===== config.mk =====
export PLATFORM = sky130hd
export DESIGN_NAME = mem_arbiter
export DESIGN_NICKNAME = d
export VERILOG_FILES = /design/src/rtl/mem_arbiter_pkg.sv /design/src/rtl/mem_arb_ibuf.sv /design/src/rtl/mem_arbiter.sv
export SDC_FILE = /design/constraint.sdc
export NUM_CORES = 1
export LEC_CHECK = 0
export BUFFER_PORTS_ARGS = -buffer_cell sky130_fd_sc_hd__buf_2
export CAP_MARGIN = 25
export CORE_MARGIN = 2
export CORE_UTILIZATION = 45
export CTS_BUF_LIST = sky130_fd_sc_hd__clkbuf_8
export DETAILED_ROUTE_END_ITERATION = 10
export PLACE_DENSITY_LB_ADDON = 0.12
export SLEW_MARGIN = 15
export SYNTH_ARGS = -nofsm -noshare
export SYNTH_HDL_FRONTEND = slang
export SYNTH_SLANG_ARGS = --single-unit

===== constraint.sdc =====
create_clock -name clk -period 1.96 [get_ports clk]
set_input_delay 0.098 -clock clk [delete_from_list [all_inputs] [get_ports clk]]
set_output_delay 0.098 -clock clk [all_outputs]
set_load 0.1 [all_outputs]

===== src/rtl/mem_arbiter_pkg.sv =====
`default_nettype none
// +------------------------------------------------------------------+
// | Package     : mem_arbiter_pkg                                    |
// | Description : Shared types for the unified-memory bus arbiter.   |
// |               Holds the arbiter FSM state encoding.              |
// | Revision    : 1.0  initial release                               |
// +------------------------------------------------------------------+
package mem_arbiter_pkg;

  // Arbiter FSM encoding; values are fixed so the bus state can be
  // decoded directly from waveforms.
  typedef enum logic [1:0] {
    IDLE  = 2'd0,
    BUS_I = 2'd1,
    BUS_D = 2'd2
  } arb_state_t;

endpackage
`default_nettype wire


===== src/rtl/mem_arb_ibuf.sv =====
`default_nettype none
// +------------------------------------------------------------------+
// | Module      : mem_arb_ibuf                                       |
// | Description : One-entry instruction fetch buffer for the memory  |
// |               arbiter. Filled by every completed fetch, looked   |
// |               up combinationally, dropped when a store hits the  |
// |               buffered word.                                     |
// | Ports       : clk, rst_n      clock, async active-low reset      |
// |               lookup_cs/addr  current fetch request              |
// |               fill/_addr/_data completed bus fetch               |
// |               inv/inv_word    completed store, word address      |
// |               hit/hit_data    lookup result                      |
// | Revision    : 1.0  initial release                               |
// +------------------------------------------------------------------+
module mem_arb_ibuf #(
  parameter int ADDR_WIDTH = 32,
  parameter int DATA_WIDTH = 32
) (
  input  logic                  clk,
  input  logic                  rst_n,
  input  logic                  lookup_cs,
  input  logic [ADDR_WIDTH-1:0] lookup_addr,
  input  logic                  fill,
  input  logic [ADDR_WIDTH-1:0] fill_addr,
  input  logic [DATA_WIDTH-1:0] fill_data,
  input  logic                  inv,
  input  logic [ADDR_WIDTH-3:0] inv_word,
  output logic                  hit,
  output logic [DATA_WIDTH-1:0] hit_data
);

  logic                  r_valid;
  logic [ADDR_WIDTH-1:0] r_addr;
  logic [DATA_WIDTH-1:0] r_data;

  // Fill and invalidate come from different bus states, so they are
  // never active in the same cycle.
  always_ff @(posedge clk or negedge rst_n) begin
    if (!rst_n) begin
      r_valid <= 1'b0;
      r_addr  <= '0;
      r_data  <= '0;
    end else if (fill) begin
      r_valid <= 1'b1;
      r_addr  <= fill_addr;
      r_data  <= fill_data;
    end else if (inv && (r_addr[ADDR_WIDTH-1:2] == inv_word)) begin
      r_valid <= 1'b0;
    end
  end

  assign hit      = lookup_cs & r_valid & (lookup_addr == r_addr);
  assign hit_data = r_data;

endmodule
`default_nettype wire


===== src/rtl/mem_arbiter.sv =====
`default_nettype none
// +------------------------------------------------------------------+
// | Module      : mem_arbiter                                        |
// | Description : Shares one single-ported memory bus between the    |
// |               instruction fetch port (rom_*) and the data port   |
// |               (ram_*). Data requests win; both requests of one   |
// |               pipeline freeze are served before the stalls drop. |
// | Ports       : clk, rst_n       clock, async active-low reset     |
// |               rom_*            fetch request / result / stall    |
// |               ram_*            data request / result / stall     |
// |               mem_*            registered shared bus, mem_ack    |
// | Options     : MEM_ARB_IBUF_EN  adds a one-entry fetch buffer     |
// | Revision    : 1.0  initial release                               |
// +------------------------------------------------------------------+
import mem_arbiter_pkg::*;

module mem_arbiter #(
  parameter int ADDR_WIDTH = 32,
  parameter int DATA_WIDTH = 32
) (
  input  logic                  clk,
  input  logic                  rst_n,
  input  logic                  rom_cs,
  input  logic [ADDR_WIDTH-1:0] rom_addr,
  output logic [DATA_WIDTH-1:0] rom_dout,
  output logic                  rom_stall,
  input  logic                  ram_cs,
  input  logic                  ram_we,
  input  logic [ADDR_WIDTH-1:0] ram_addr,
  input  logic [DATA_WIDTH-1:0] ram_din,
  output logic [DATA_WIDTH-1:0] ram_dout,
  output logic                  ram_stall,
  output logic                  mem_cs,
  output logic                  mem_we,
  output logic [ADDR_WIDTH-1:0] mem_addr,
  output logic [DATA_WIDTH-1:0] mem_wdata,
  input  logic [DATA_WIDTH-1:0] mem_rdata,
  input  logic                  mem_ack
);

  arb_state_t            r_state;
  arb_state_t            w_state_nxt;
  logic                  r_rom_done;
  logic                  r_ram_done;
  logic [DATA_WIDTH-1:0] r_rom_dout;
  logic [DATA_WIDTH-1:0] r_ram_dout;
  logic                  r_mem_cs;
  logic                  r_mem_we;
  logic [ADDR_WIDTH-1:0] r_mem_addr;
  logic [DATA_WIDTH-1:0] r_mem_wdata;
  logic                  w_rom_hit;
  logic                  w_advance;
  logic                  w_ack_d;
  logic                  w_ack_i;
  logic                  w_start_d;
  logic                  w_start_i;

  // An ack only counts while a bus access is outstanding; acks seen in
  // IDLE are ignored.
  assign w_ack_d = (r_state == BUS_D) & mem_ack;
  assign w_ack_i = (r_state == BUS_I) & mem_ack;

`ifdef MEM_ARB_IBUF_EN
  logic [DATA_WIDTH-1:0] w_ibuf_data;

  mem_arb_ibuf #(
    .ADDR_WIDTH (ADDR_WIDTH),
    .DATA_WIDTH (DATA_WIDTH)
  ) u_ibuf (
    .clk         (clk),
    .rst_n       (rst_n),
    .lookup_cs   (rom_cs),
    .lookup_addr (rom_addr),
    .fill        (w_ack_i),
    .fill_addr   (r_mem_addr),
    .fill_data   (mem_rdata),
    .inv         (w_ack_d & r_mem_we),
    .inv_word    (r_mem_addr[ADDR_WIDTH-1:2]),
    .hit         (w_rom_hit),
    .hit_data    (w_ibuf_data)
  );

  // A fetch already completed over the bus keeps its own result; the
  // buffer only supplies data for fetches that skipped the bus.
  assign rom_dout = (r_rom_done | ~w_rom_hit) ? r_rom_dout : w_ibuf_data;
`else
  assign w_rom_hit = 1'b0;
  assign rom_dout  = r_rom_dout;
`endif

  assign rom_stall = rom_cs & ~r_rom_done & ~w_rom_hit;
  assign ram_stall = ram_cs & ~r_ram_done;
  assign w_advance = ~rom_stall & ~ram_stall;

  assign ram_dout  = r_ram_dout;
  assign mem_cs    = r_mem_cs;
  assign mem_we    = r_mem_we;
  assign mem_addr  = r_mem_addr;
  assign mem_wdata = r_mem_wdata;

  // Next-state decode. Starting from the stall terms (not the raw done
  // flags) keeps a buffered fetch hit from launching a bus access, and
  // makes the advance cycle a dead cycle automatically.
  always_comb begin
    w_state_nxt = r_state;
    w_start_d   = 1'b0;
    w_start_i   = 1'b0;
    case (r_state)
      IDLE: begin
        if (ram_stall) begin
          w_state_nxt = BUS_D;
          w_start_d   = 1'b1;
        end else if (rom_stall) begin
          w_state_nxt = BUS_I;
          w_start_i   = 1'b1;
        end
      end
      BUS_D, BUS_I: begin
        if (mem_ack) begin
          w_state_nxt = IDLE;
        end
      end
      default: w_state_nxt = IDLE;
    endcase
  end

  always_ff @(posedge clk or negedge rst_n) begin
    if (!rst_n) begin
      r_state <= IDLE;
    end else begin
      r_state <= w_state_nxt;
    end
  end

  always_ff @(posedge clk or negedge rst_n) begin
    if (!rst_n) begin
      r_mem_cs    <= 1'b0;
      r_mem_we    <= 1'b0;
      r_mem_addr  <= '0;
      r_mem_wdata <= '0;
      r_rom_dout  <= '0;
      r_ram_dout  <= '0;
      r_rom_done  <= 1'b0;
      r_ram_done  <= 1'b0;
    end else begin
      // Bus request is launched from the IDLE decision and held until ack.
      if (w_start_d) begin
        r_mem_cs    <= 1'b1;
        r_mem_we    <= ram_we;
        r_mem_addr  <= ram_addr;
        r_mem_wdata <= ram_din;
      end else if (w_start_i) begin
        r_mem_cs    <= 1'b1;
        r_mem_we    <= 1'b0;
        r_mem_addr  <= rom_addr;
      end else if (w_ack_d | w_ack_i) begin
        r_mem_cs    <= 1'b0;
      end

      // A requester that dropped cs (flush) gets its result discarded.
      if (w_ack_d & ram_cs & ~r_mem_we) begin
        r_ram_dout <= mem_rdata;
      end
      if (w_ack_i & rom_cs) begin
        r_rom_dout <= mem_rdata;
      end

      // Clearing on advance has priority so a flushed access can never
      // leave a stale done flag that would let the next request through.
      if (w_advance) begin
        r_rom_done <= 1'b0;
        r_ram_done <= 1'b0;
      end else begin
        if (w_ack_d & ram_cs) begin
          r_ram_done <= 1'b1;
        end
        if (w_ack_i & rom_cs) begin
          r_rom_done <= 1'b1;
        end
      end
    end
  end

endmodule
`default_nettype wire


==> reports/results.ini <==
[global_route]
antenna_found_initial = 0
grt_overflow = 0
grt_max_degree = 135
track_usage = 0.2477
grt_first_pass_wirelength_um = 24660
via_count_of_the_first_global_routing_pass = 4940

[critical_path]
critPathArrivalTime_ns = 2.12
timing.critical_path.to_type = register
worst_setup_path_start_kind = register
r2r_slack_ns = 0.15
timing.critical_path.slowest_cell_delay_ns = 0.40
critical-path-top-cell-by-count = buf_4
timing.critical_path.slowest_stage_cell = dfrtp_1
worstPathRequired_ns = 2.28
critical_path.max_fanout = 21
cp_cell_sequence = inv_1, ha_1, buf_4, and3b_2, buf_4, and2_1, a221o_1
critical_path_class = register to register

[floorplanning]
floorplan.initialDensity = 0.4568
die_w_um = 113.7
core_area_um2 = 11860
die_ht_um = 113.7
rows = 40
overall_die_area_um2 = 12930
io-pin-count = 266

[yosys]
leading_area_contributor_after_synthesis = dfrtp_1
yosys.cell_count.top_type = dfrtp_1
synth_async_sr_flop_share = 1.000
synth.lib_cells_used.distinct = 25
syn_avg_cell_area_um2 = 15.75
synth_seq_cells = 134
postSynth.topFlopCell = dfrtp_1
seq_area_frac_synth = 0.6189
synth_largest_type_area_fraction = 0.6189
synth_warnings = 0
netlist_area_um2 = 5418
leading_post_synthesis_cells_by_instance_count = dfrtp_1 (134), mux2_2 (66), a221o_1 (32)
synth_fp_nets = 481
cell_count_after_synthesis = 344
synth.area.top_cells = dfrtp_1 (62%), mux2_2 (14%), mux2_4 (8.3%), a221o_1 (5.9%), and2_1 (2.8%)
synth-edff-count = 0

[route]
dr_wl_met2_um = 7940
via_count = 4537
routed.top_layer = met4
drt_iter0_drc = 277
wl_per_cell_um = 17.13
drt_pass1_iterations = 5
drcViolationCount = 0
route.met3.wl_um = 1180
routedLengthMet1_um = 5974
drt-vias-per-instance = 4.991
wirelength_um = 15570
detail-route-antenna-nets = 0

[min_path]
min-delay-path-class = input pin to async pin

[sta]
finalWorstPathRequiredPeriod_ns = 1.809
clock_skew_ns = 0.01154
fmax_ghz = 0.5528
relSlewSlack = 0.5195
unrepaired_setup_endpoints_after_global_routing = no
timing.final.max_slew_violations = 0
finalSetupViolCount = 0
setup_total_negative_slack_ns = 0
timing_worst_slew_pin_value_ns = 0.7208
final_hold_violations = 0
timing.final.crit_share = 0.9229

[final_layout]
drive_above_1_share = 0.5302
areaGrowthSynthToFinish_pct = 59.19
stdcell_area_um2 = 8625
fin_nets = 886
antennaDiodeCount = 0
finish.utilization = 0.7271

[clock_network]
cts_max_path_buffers = 2
clk_latency_ns = 0.44
cts.reportedPaths.clkPinSlew_ns = 0.07
clock_root_buffer_master = clkbuf_8
clock_sinks = 134
post_cts_resize_count = 0
post_cts_buffers = 0
cts.hold.buffers_added = 133
cts-buffers-inserted = 17
cts_tree = built
cts-htree-levels = 4

[placement]
gp_congestion = 0.8221
dpl.hpwl_um = 9107
placed_area_um2 = 6897
port_buffers = 265

[status]
status = finished clean

[flow_run]
cap_violations = 0

==> kinds of logic after synthesis <==
group	count (synthesis)	share of synthesized area
buffers and inverters	25	0.03349
muxes	96	0.2203
AOI/OAI and AO/OA	42	0.07067
adders and majority gates	3	0.006929
and+or+nand+nor	44	0.04965
DFF	134	0.6189
==> critical path, delay by kind of cell (launching register included) <==
family / cells / cell delay, ns
adders and majority gates: 1 / 0.19
and+or+nand+nor: 2 / 0.40
AOI/OAI and AO/OA: 1 / 0.28
buffers and inverters: 3 / 0.42
DFF: 1 / 0.40
==> final timing paths <==
path                                         from                        end  cells past startpoint
min                                         rst_n   ram_dout[11]$_DFFE_PN0P_                      3
min in group clk                      ram_din[20]  mem_wdata[20]$_DFFE_PN0N_                      3
min reg2reg                    mem_cs$_DFFE_PN0P_         mem_cs$_DFFE_PN0P_                      2
max                        r_state[1]$_DFFE_PN0P_   mem_addr[23]$_DFFE_PN0P_                      7
max in group asynchronous                   rst_n  mem_wdata[22]$_DFFE_PN0N_                      3
max reg2reg                r_state[1]$_DFFE_PN0P_   mem_addr[23]$_DFFE_PN0P_                      7
==> per-layer routing <==
layer / track usage / vias up
met5: 0 / -
li1: - / 2055
met4: 0.1089 / 0
met3: 0.08874 / 38
met1: 0.2766 / 2227
met2: 0.4279 / 217
==> through the flow <==
stage	std cells	hold slack, ns	setup WS (ns)
floorplan	344	-0.1976	0.1495
global placement	743	0.2548	-0.05852
detailed placement	744	0.2626	0.1984
CTS	909	0.3435	0.1841
global route	909	0.3558	0.03890
finish	909	0.2914	0.1510
==> flip-flops by register name (all words and copies together) (netlist names) <==
name and cells:
mem_addr 32, r_state 2, r_ram_done 1, ram_dout 32, r_rom_done 1, rom_dout 32, mem_cs 1, mem_wdata 32
mem_we 1
==> cell type report <==
cell class / instances / area [um^2]
clock buffers: 21 / 289.0
clock inverters: 11 / 107.6
fillers: 805 / 3237
inverters: 5 / 18.77
multi-input cells: 185 / 1891
flip-flops and latches: 134 / 3353
well taps: 147 / 183.9
repair buffers: 406 / 2781
==> cell usage in the layout (no fill, tap or decap), drive strengths merged <==
cell type	Yosys	layout
buf	18	273
dfrtp	134	134
dlygate4sd3	0	133
mux2	96	96
a221o	32	32
and2	32	32
clkbuf	2	21
inv	5	8
clkinv	0	5
nand2	4	4
o21ai	4	4
nand2b	3	3
a21oi	3	3
ha	3	3
nand3	2	2
a22o	2	2
bufinv	0	2
or2	1	1
nor3	1	1
and3b	1	1
a31oi	1	1
clkinvlp	0	1
Power is not shown: default switching activity piles up to over one toggle a cycle in this logic, so the estimate is an artifact.
